==> config.mk <==
export PLATFORM = sky130hd
export DESIGN_NAME = scr1_dm_dmi_target
export DESIGN_NICKNAME = d
export VERILOG_FILES = /design/src/rtl/scr1_dm_pkg.sv /design/src/rtl/scr1_dm_abs_cmd_fsm.sv /design/src/rtl/scr1_dm_dmi_target.sv
export SDC_FILE = /design/constraint.sdc
export NUM_CORES = 1
export LEC_CHECK = 0
export ABC_AREA = 1
export CAP_MARGIN = 20
export CORE_ASPECT_RATIO = 0.8
export CORE_MARGIN = 1
export CORE_UTILIZATION = 53
export DETAILED_ROUTE_END_ITERATION = 8
export HOLD_SLACK_MARGIN = 0.08
export PLACE_DENSITY = 0.86
export SLEW_MARGIN = 15
export SYNTH_ARGS = -nofsm -noshare
export SYNTH_HDL_FRONTEND = slang
export SYNTH_SLANG_ARGS = --single-unit
==> constraint.sdc <==
create_clock -name clk -period 4.05 [get_ports clk]
set_input_delay 0.405 -clock clk [delete_from_list [all_inputs] [get_ports clk]]
set_output_delay 0.405 -clock clk [all_outputs]
set_load 0.02 [all_outputs]
==> src/rtl/scr1_dm_pkg.sv <==
// scr1_dm_pkg: Debug Module register map, abstract-command FSM states,
// cmderr codes and register field positions.
package scr1_dm_pkg;

  typedef enum logic [6:0] {
    DM_DATA0      = 7'h04,
    DM_DATA1      = 7'h05,
    DM_DMCONTROL  = 7'h10,
    DM_DMSTATUS   = 7'h11,
    DM_ABSTRACTCS = 7'h16,
    DM_COMMAND    = 7'h17,
    DM_PROGBUF0   = 7'h20,
    DM_PROGBUF1   = 7'h21
  } dm_addr_e;

  typedef enum logic {ABS_IDLE = 1'b0, ABS_REQ = 1'b1} abs_state_e;

  typedef enum logic [2:0] {
    CMDERR_NONE       = 3'd0,
    CMDERR_BUSY       = 3'd1,
    CMDERR_NOTSUP     = 3'd2,
    CMDERR_EXC        = 3'd3,
    CMDERR_HALTRESUME = 3'd4
  } cmderr_e;

  localparam int DMCONTROL_HALTREQ   = 31;
  localparam int DMCONTROL_RESUMEREQ = 30;
  localparam int DMCONTROL_NDMRESET  = 1;
  localparam int DMCONTROL_DMACTIVE  = 0;

  localparam int DMSTATUS_ALLRESUMEACK  = 17;
  localparam int DMSTATUS_ANYRESUMEACK  = 16;
  localparam int DMSTATUS_ALLRUNNING    = 11;
  localparam int DMSTATUS_ANYRUNNING    = 10;
  localparam int DMSTATUS_ALLHALTED     = 9;
  localparam int DMSTATUS_ANYHALTED     = 8;
  localparam int DMSTATUS_AUTHENTICATED = 7;
  localparam int DMSTATUS_VERSION_LO    = 0;

  localparam int ABSTRACTCS_PROGBUFSIZE_LO = 24;
  localparam int ABSTRACTCS_BUSY           = 12;
  localparam int ABSTRACTCS_CMDERR_LO      = 8;
  localparam int ABSTRACTCS_DATACOUNT_LO   = 0;

  localparam logic [3:0] DM_DATACOUNT = 4'd2;

endpackage

==> src/rtl/scr1_dm_abs_cmd_fsm.sv <==
// scr1_dm_abs_cmd_fsm: abstract command latch, busy/cmderr tracking and
// the request/ack handshake toward the hart.
module scr1_dm_abs_cmd_fsm
  import scr1_dm_pkg::*;
#(
  parameter int DATA_W = 32
) (
  input  logic              clk,
  input  logic              rst_n,
  input  logic              clr,
  input  logic              cmd_wr,
  input  logic              data_wr,
  input  logic              cmderr_wr,
  input  logic [2:0]        cmderr_w1c,
  input  logic [DATA_W-1:0] cmd_wdata,
  input  logic              halted,
  input  logic              ack,
  input  logic [2:0]        err,
  output logic              busy,
  output logic              cmd_req,
  output logic [2:0]        cmderr,
  output logic [DATA_W-1:0] cmd
);

  abs_state_e        state, state_d;
  logic [2:0]        cmderr_d;
  logic [DATA_W-1:0] cmd_d;
  logic              no_err;

  assign busy    = state == ABS_REQ;
  assign cmd_req = busy;
  assign no_err  = cmderr == CMDERR_NONE;

  always_ff @(posedge clk or negedge rst_n)
    if (!rst_n) begin
      state  <= ABS_IDLE;
      cmderr <= CMDERR_NONE;
      cmd    <= '0;
    end else begin
      state  <= state_d;
      cmderr <= cmderr_d;
      cmd    <= cmd_d;
    end

  // later assignments take priority: an error ack beats a same-cycle W1C
  always_comb begin
    state_d  = state;
    cmderr_d = cmderr_wr ? cmderr & ~cmderr_w1c : cmderr;
    cmd_d    = cmd;
    if ((cmd_wr | data_wr) & busy & no_err) cmderr_d = CMDERR_BUSY;
    if (cmd_wr & ~busy & no_err) begin
      if (halted) begin
        state_d = ABS_REQ;
        cmd_d   = cmd_wdata;
      end else cmderr_d = CMDERR_HALTRESUME;
    end
    if (busy & ack) begin
      state_d = ABS_IDLE;
      if (err != CMDERR_NONE) cmderr_d = err;
    end
    if (clr) begin
      state_d  = ABS_IDLE;
      cmderr_d = CMDERR_NONE;
      cmd_d    = '0;
    end
  end

endmodule

==> src/rtl/scr1_dm_dmi_target.sv <==
// scr1_dm_dmi_target: DMI responder holding the DM register subset.
// Define SCR1_DMI_TARGET_PROGBUF_EN to add progbuf0/1 at 0x20/0x21.
module scr1_dm_dmi_target
  import scr1_dm_pkg::*;
#(
  parameter int         DATA_W     = 32,
  parameter int         ADDR_W     = 7,
  parameter logic [3:0] DM_VERSION = 4'd2
) (
  input  logic              clk,
  input  logic              rst_n,
  input  logic              dmi2dm_req_i,
  input  logic              dmi2dm_wr_i,
  input  logic [ADDR_W-1:0] dmi2dm_addr_i,
  input  logic [DATA_W-1:0] dmi2dm_wdata_i,
  output logic              dm2dmi_resp_o,
  output logic [DATA_W-1:0] dm2dmi_rdata_o,
  output logic              dm2hart_haltreq_o,
  output logic              dm2hart_resumereq_o,
  input  logic              hart2dm_resumeack_i,
  input  logic              hart2dm_halted_i,
  output logic              dm2hart_cmd_req_o,
  output logic [DATA_W-1:0] dm2hart_cmd_o,
  input  logic              hart2dm_cmd_ack_i,
  input  logic [2:0]        hart2dm_cmd_err_i,
  input  logic              hart2dm_data0_we_i,
  input  logic [DATA_W-1:0] hart2dm_data0_i,
`ifdef SCR1_DMI_TARGET_PROGBUF_EN
  output logic [DATA_W-1:0] dm2hart_progbuf0_o,
  output logic [DATA_W-1:0] dm2hart_progbuf1_o,
`endif
  output logic              dm_ndmreset_o,
  output logic              dm_dmactive_o
);

  logic [DATA_W-1:0] data0, data1, ctl_rd, status_rd, abscs_rd, rdata;
  logic              haltreq, ndmreset, dmactive, resume_pend, resumeack;
  logic              wr, act_wr, dmactive_d, clr, busy;
  logic              sel_d0, sel_d1, sel_ctl, sel_st, sel_acs, sel_cmd, sel_data;
  logic [2:0]        cmderr;

  assign sel_d0  = dmi2dm_addr_i == ADDR_W'(DM_DATA0);
  assign sel_d1  = dmi2dm_addr_i == ADDR_W'(DM_DATA1);
  assign sel_ctl = dmi2dm_addr_i == ADDR_W'(DM_DMCONTROL);
  assign sel_st  = dmi2dm_addr_i == ADDR_W'(DM_DMSTATUS);
  assign sel_acs = dmi2dm_addr_i == ADDR_W'(DM_ABSTRACTCS);
  assign sel_cmd = dmi2dm_addr_i == ADDR_W'(DM_COMMAND);

`ifdef SCR1_DMI_TARGET_PROGBUF_EN
  localparam logic [4:0] PROGBUFSIZE = 5'd2;
  logic sel_pb0, sel_pb1;
  assign sel_pb0  = dmi2dm_addr_i == ADDR_W'(DM_PROGBUF0);
  assign sel_pb1  = dmi2dm_addr_i == ADDR_W'(DM_PROGBUF1);
  assign sel_data = sel_d0 | sel_d1 | sel_pb0 | sel_pb1;
`else
  localparam logic [4:0] PROGBUFSIZE = 5'd0;
  assign sel_data = sel_d0 | sel_d1;
`endif

  // clearing dmactive resets the DM in the same cycle as the write, so the
  // FSM drops its request on the very next cycle
  assign wr         = dmi2dm_req_i & dmi2dm_wr_i;
  assign dmactive_d = (wr & sel_ctl) ? dmi2dm_wdata_i[DMCONTROL_DMACTIVE] : dmactive;
  assign clr        = ~dmactive_d;
  assign act_wr     = wr & dmactive;

  scr1_dm_abs_cmd_fsm #(.DATA_W(DATA_W)) i_abs_cmd_fsm (
    .clk       (clk),
    .rst_n     (rst_n),
    .clr       (clr),
    .cmd_wr    (act_wr & sel_cmd),
    .data_wr   (act_wr & sel_data),
    .cmderr_wr (act_wr & sel_acs),
    .cmderr_w1c(dmi2dm_wdata_i[ABSTRACTCS_CMDERR_LO +: 3]),
    .cmd_wdata (dmi2dm_wdata_i),
    .halted    (hart2dm_halted_i),
    .ack       (hart2dm_cmd_ack_i),
    .err       (hart2dm_cmd_err_i),
    .busy      (busy),
    .cmd_req   (dm2hart_cmd_req_o),
    .cmderr    (cmderr),
    .cmd       (dm2hart_cmd_o)
  );

  always_ff @(posedge clk or negedge rst_n)
    if (!rst_n) dmactive <= 1'b0;
    else dmactive <= dmactive_d;

  always_ff @(posedge clk or negedge rst_n)
    if (!rst_n) begin
      data0       <= '0;
      data1       <= '0;
      haltreq     <= 1'b0;
      ndmreset    <= 1'b0;
      resume_pend <= 1'b0;
      resumeack   <= 1'b0;
    end else if (clr) begin
      data0       <= '0;
      data1       <= '0;
      haltreq     <= 1'b0;
      ndmreset    <= 1'b0;
      resume_pend <= 1'b0;
      resumeack   <= 1'b0;
    end else begin
      if (act_wr & sel_d0 & ~busy) data0 <= dmi2dm_wdata_i;
      else if (busy & hart2dm_data0_we_i) data0 <= hart2dm_data0_i;
      if (act_wr & sel_d1 & ~busy) data1 <= dmi2dm_wdata_i;
      if (act_wr & sel_ctl) begin
        haltreq  <= dmi2dm_wdata_i[DMCONTROL_HALTREQ];
        ndmreset <= dmi2dm_wdata_i[DMCONTROL_NDMRESET];
      end
      if (hart2dm_resumeack_i) begin
        resume_pend <= 1'b0;
        resumeack   <= 1'b1;
      end
      if (act_wr & sel_ctl & dmi2dm_wdata_i[DMCONTROL_RESUMEREQ] & ~dmi2dm_wdata_i[DMCONTROL_HALTREQ]) begin
        resume_pend <= 1'b1;
        resumeack   <= 1'b0;
      end
    end

`ifdef SCR1_DMI_TARGET_PROGBUF_EN
  always_ff @(posedge clk or negedge rst_n)
    if (!rst_n) begin
      dm2hart_progbuf0_o <= '0;
      dm2hart_progbuf1_o <= '0;
    end else if (clr) begin
      dm2hart_progbuf0_o <= '0;
      dm2hart_progbuf1_o <= '0;
    end else begin
      if (act_wr & sel_pb0 & ~busy) dm2hart_progbuf0_o <= dmi2dm_wdata_i;
      if (act_wr & sel_pb1 & ~busy) dm2hart_progbuf1_o <= dmi2dm_wdata_i;
    end
`endif

  always_comb begin
    ctl_rd                                         = '0;
    ctl_rd[DMCONTROL_HALTREQ]                      = haltreq;
    ctl_rd[DMCONTROL_NDMRESET]                     = ndmreset;
    ctl_rd[DMCONTROL_DMACTIVE]                     = dmactive;
    status_rd                                      = '0;
    status_rd[DMSTATUS_ALLRESUMEACK]               = resumeack;
    status_rd[DMSTATUS_ANYRESUMEACK]               = resumeack;
    status_rd[DMSTATUS_ALLRUNNING]                 = ~hart2dm_halted_i;
    status_rd[DMSTATUS_ANYRUNNING]                 = ~hart2dm_halted_i;
    status_rd[DMSTATUS_ALLHALTED]                  = hart2dm_halted_i;
    status_rd[DMSTATUS_ANYHALTED]                  = hart2dm_halted_i;
    status_rd[DMSTATUS_AUTHENTICATED]              = 1'b1;
    status_rd[DMSTATUS_VERSION_LO +: 4]            = DM_VERSION;
    abscs_rd                                       = '0;
    abscs_rd[ABSTRACTCS_PROGBUFSIZE_LO +: 5]       = PROGBUFSIZE;
    abscs_rd[ABSTRACTCS_BUSY]                      = busy;
    abscs_rd[ABSTRACTCS_CMDERR_LO +: 3]            = cmderr;
    abscs_rd[ABSTRACTCS_DATACOUNT_LO +: 4]         = DM_DATACOUNT;
    rdata = sel_d0 ? data0 : sel_d1 ? data1 : sel_ctl ? ctl_rd :
            sel_st ? status_rd : sel_acs ? abscs_rd : '0;
`ifdef SCR1_DMI_TARGET_PROGBUF_EN
    if (sel_pb0) rdata = dm2hart_progbuf0_o;
    if (sel_pb1) rdata = dm2hart_progbuf1_o;
`endif
  end

  assign dm2dmi_resp_o       = dmi2dm_req_i;
  assign dm2dmi_rdata_o      = dmi2dm_req_i ? rdata : '0;
  assign dm2hart_haltreq_o   = haltreq;
  assign dm2hart_resumereq_o = resume_pend;
  assign dm_ndmreset_o       = ndmreset;
  assign dm_dmactive_o       = dmactive;

endmodule

## After elaboration in Yosys (flattened, before gate mapping)

Cells that the tools add are included.

- Register bits: 105
- Word-level logic and storage cells: 90

- Equal/unequal tests: 14
- Muxes and demuxes: 36
- Bitwise logic cells: 26
- Reduce and logical (&&, ||, !) cells: 4

Operator list:

| kind | number |
|---|---|
| 32-bit two-way mux | 12 |
| 7-bit by 5-bit equality test with 1-bit output, second input constant | 4 |
| 3-bit two-way mux | 7 |
| 1-bit AND | 19 |
| 18-bit two-way mux | 1 |
| 1-bit two-way mux | 15 |
| 7-bit by 3-bit equality test with 1-bit output, second input constant | 2 |
| 13-bit two-way mux | 1 |
| 2-bit by 1-bit inequality test with 1-bit output, second input constant | 3 |
| 3-bit by 1-bit inequality test with 1-bit output, second input constant | 2 |
| 3-bit by 2-bit inequality test with 1-bit output, second input constant | 2 |
| 2-bit AND reduction | 2 |
| 3-bit AND | 1 |
| 3-bit zero test | 1 |
| 1-bit NOT | 3 |
| 3-bit NOT | 1 |
| 3-bit nonzero test | 1 |
| 2-bit inequality test, second input constant | 1 |
| 1-bit OR | 2 |

## Logic depth before layout (Yosys ltp)

- Depth in word-level cells: 12
- Gate-level depth with buffers: 12
- Depth with buffers taken out: 10

## Modules after synthesis

Synthesis repeated with hierarchy kept, for this count alone.

- Cell total of the unflattened synthesis: 787
- Area total of the unflattened synthesis: 5,911.9 µm²

Modules (own cells, without submodules):

| module | instances | cells each | area an instance (µm²) | seq. area each (µm²) |
|---|---|---|---|---|
| scr1_dm_dmi_target | 1 | 604 | 4,325.4 | 1,726.7 |
| scr1_dm_abs_cmd_fsm | 1 | 183 | 1,586.5 | 900.9 |

## Worst setup path after synthesis

OpenSTA, ideal clock, no wires.

- Kind: input to output
- Start: in dmi2dm_addr_i[5]
- End: out dm2dmi_rdata_o[14]
- Arrival: 1.652 ns
- Data required time: 3.645 ns
- Path slack: 1.993 ns
- Cell stages on the path: 9
- Buffers on the path: 2
- Cell sequence: inv_1 -> nand2_1 -> nor2_1 -> nand2_1 -> inv_1 -> buf_2 -> buf_2 -> nand2_1 -> a21oi_1

- Longest elaborated chain between the ends: 5

Ends and longest elaborated chain:

| element | RTL line | RTL |
|---|---|---|
| start: declaration | scr1_dm_dmi_target.sv:14 | `input logic [ADDR_W-1:0] dmi2dm_addr_i,` |
| 7-bit by 5-bit equality test with 1-bit output | scr1_dm_dmi_target.sv:44 | `assign sel_ctl = dmi2dm_addr_i == ADDR_W'(DM_DMCONTROL);` |
| 32-bit two-way mux (2 in a row) | scr1_dm_dmi_target.sv:155 | `rdata = sel_d0 ? data0 : sel_d1 ? data1 : sel_ctl ? ctl_rd :` |
| 32-bit two-way mux (*) | scr1_dm_dmi_target.sv:155 |  |
| 32-bit two-way mux (*) | scr1_dm_dmi_target.sv:164 | `assign dm2dmi_rdata_o = dmi2dm_req_i ? rdata : '0;` |
| end: declaration | scr1_dm_dmi_target.sv:17 | `output logic [DATA_W-1:0] dm2dmi_rdata_o,` |

Mark *: on every way between the ends. The rest lies on a longest branch, timed or not.

## Worst setup path in the final report

- Start: in dmi2dm_addr_i[2]
- End: out dm2dmi_rdata_o[17]

- Longest elaborated chain between the ends: 6

Ends and longest elaborated chain:

| element | RTL line | RTL |
|---|---|---|
| 7-bit by 5-bit equality test with 1-bit output | scr1_dm_dmi_target.sv:45 | `assign sel_st = dmi2dm_addr_i == ADDR_W'(DM_DMSTATUS);` |
| 18-bit two-way mux | scr1_dm_dmi_target.sv:156 | `sel_st ? status_rd : sel_acs ? abscs_rd : '0;` |
| 32-bit two-way mux (2 in a row) | scr1_dm_dmi_target.sv:155 |  |
| 32-bit two-way mux (*) | scr1_dm_dmi_target.sv:155 |  |
| 32-bit two-way mux (*) | scr1_dm_dmi_target.sv:164 |  |

Marks and branches as above.

==> out/qor.yml <==
logic_synthesis:
  syn-cell-area_sq_um: 5720
  synthCells: 760
  yosys-top-cells-count: "nand3_1, nand2_1, dfrtp_1, inv_1, a21oi_1"
  yosysTopAreaCell: "dfrtp_1"
  yosys-top-cells-area: "dfrtp_1, nand3_1, nand2_1"
  synth.most_common_cell: "nand3_1"
  synth_ff_type: "dfrtp_1"
  ys_seq_elements: 105
  ys_seq_area_share_pct: 46.0
  syn_nets: 842
  synth.avg_cell_area_sq_um: 7.52
  synth_top_area_share_pct: 46.0
  yosys_warnings: 0
  post_synth_num_cell_types: 27
  synth_enable_flop_cells: 0
  synthArstFlopShare_pct: 100
worst_setup_path:
  reg2regPathDepth: 5
  path_max_fanout: 28
  critPathRequiredTime_ns: 3.64
  cpMostUsedCell: "clkdlybuf4s50_1"
  path_cells: "clkdlybuf4s50_1 -> nand2_2 -> nor2_2 -> inv_2 -> nor2_8 -> inv_1 -> a21oi_1 -> clkdlybuf4s50_1"
  cpLargestDelayFamily: "buffers and inverters"
  rrSetupSlack_ns: 1.64
  critPathBufInv: 4
  slowest_stage: "clkdlybuf4s50_1"
  crit_path_start_kind: "input port"
  r2r-end: "data0[12]"
  critPathKind: "in2out"
  critPathMaxStageDelay_ns: 0.66
  worst_setup_path_end_kind: "output pin"
  worst_ep_arrival_time_ns: 3.02
  reg2reg_from: "i_abs_cmd_fsm.busy"
route:
  via_per_inst: 5.71
  ant_nets: 0
  wire_per_inst_um: 16.5
  dr.pass1.iters: 7
  first_iter_violations: 509
  drc: 0
  wl_um: 16900
  vias: 5852
cts:
  cts_root_buf: "clkbuf_16"
  clock-sinks: 105
  clk_pin_slew_worst_paths_ns: 0.08
  post-cts-setup-buffers: 0
  htreeDepth: 3
  cts.repair.resized: 0
  clk_path_buf_depth: 2
  numCtsBuffers: 9
  insertion_delay_ns: 0.34
  cts_tree: "built"
cells_and_area:
  area_growth_pct: 31.0
  fin_cells: 1024
  regArea_sq_um: 2630
  stdcell_area_sq_um: 7490
  multi_input_area_sq_um: 2500
  n_fill_cell: 794
  drive_gt1_share_pct: 5.77
  fin_util_pct: 72.3
  antennaDiodeCount: 0
  final_nets: 961
job:
  cap_violations: 0
die:
  die_y_um: 94.9
  rows: 33
  core_sq_um: 10400
  die_w_um: 118
  ioPinCount: 152
  die_area_sq_um: 11200
  start_util_pct: 55.2
timing:
  hold_viol: 0
  tns_ns: 0
  drv_slew: 0
  relSlewSlack_pct: 34.5
  finalCriticalPeriod_ns: 3.43
  worst-slew-pin-transition_ns: 0.979
  finClkSkew_ns: 0.00903
  rsz0062_at_grt: "no"
  period_share_pct: 84.7
  setup_violations: 0
  fmaxAchievable_ghz: 0.292
outcome:
  outcome: "finished, final reports clean"
grt:
  grt_max_degree: 102
  grt_pass1_vias: 5515
  grt_overflow: 0
  grt_pass1_wl_um: 27200
  antenna_found_initial: 0
  grt_usage_pct: 31.0
min_path:
  min_from: "data1[18]"
  whs_path_depth: 2
  min_to: "data1[18]"
  min_path_type: "reg2reg"
power_and_ir_drop:
  p_leak_nw: 3.75
  total_power_w: 0.00213
  powerDensity_nw_per_um2: 284
  vdd_drop_max_uv: 214
place:
  hpwl_um: 11100
  io_buffer_count: 151
  place_congestion: 0.888
  place_area_sq_um: 7140
  dp_cells: 1005
logic make-up (layout without fill, tap and decap cells):
kind of cell / after synthesis / count (layout) / synth area share (%)
buffers and inverters: 119 / 243 / 10.6
AOI/OAI and AO/OA: 93 / 93 / 8.45
DFF: 105 / 105 / 46.0
and+or+nand+nor: 443 / 443 / 35.0
routing by layer:
layer	vias up	global-route usage [%]	wire length (um)	part of all wire, %
li1	2748	-	-	-
met1	2748	41.5	7260	43
met2	325	49.3	7610	45
met3	31	8.82	1860	11
met4	0	8.87	205	1.2
met5	-	0	0	0
report_power, final:
| group | switching (W) | internal [W] | leakage (nW) |
|---|---|---|---|
| Sequential | 0.00000149 | 0.00105 | 1.47 |
| Clock | 0.000413 | 0.000431 | 0.137 |
| Combinational | 0.000132 | 0.0000996 | 2.15 |
worst max path at each step:
stage,from,end,slack [ns],cells past startpoint
after global placement,dmi2dm_addr_i[2],dm2dmi_rdata_o[17],0.73,8
after detailed placement,dmi2dm_addr_i[2],dm2dmi_rdata_o[17],0.69,8
after floorplan,dmi2dm_addr_i[5],dm2dmi_rdata_o[14],1.99,9
after CTS,dmi2dm_addr_i[2],dm2dmi_rdata_o[17],0.67,8
after global routing,dmi2dm_addr_i[0],dm2dmi_rdata_o[0],0.46,11
final,dmi2dm_addr_i[2],dm2dmi_rdata_o[17],0.62,8
cells in the final DEF (no fill, tap or decap), drive strengths merged:
cell type,synthesis,routed
nand3,216,216
nand2,206,206
clkdlybuf4s50,0,150
dfrtp,105,105
inv,63,67
o21ai,54,54
a21oi,34,34
nor2,15,15
buf,42,13
clkbuf,14,11
o211ai,3,3
nor3,3,3
a31oi,2,2
nand4,1,1
and2,1,1
nor4,1,1
clkinv,0,1
dlygate4sd3,0,1
worst register-to-register path, stage by stage (launching register included):
cell     delay [ns]
dfrtp_1        0.54
inv_2          0.14
o21ai_4        0.80
inv_2          0.54
nand3_1        0.21
nand2_1        0.08
stage by stage:
step / setup WS, ns / hold WS (ns)
after detailed placement: 0.690 / 0.488
final: 0.621 / 0.506
after floorplan: 1.99 / 0.109
after global routing: 0.461 / 0.533
after CTS: 0.668 / 0.284
after global placement: 0.733 / 0.483
registers in the layout, summed over array words and instances (netlist names), 3 cells and up:
name,count
data0,32
i_abs_cmd_fsm.cmderr,3
i_abs_cmd_fsm.cmd,32
data1,32
timing repair:
item | 4_1_cts | 5_1_grt
hold endpoints to repair | 0 | 24
endpoints found under the setup margin | 0 | 0
hold buffers | 0 | 1
final cells by class:
type	count	share of cell area (%)
Clock buffer	11	3.11
Clock inverter	5	0.618
Inverter	63	3.22
Multi-Input combinational cell	536	33.4
Sequential cell	105	35.1
Tap cell	140	2.34
Timing Repair Buffer	164	22.2
No activity file was read; power rests on OpenSTA's default activity.
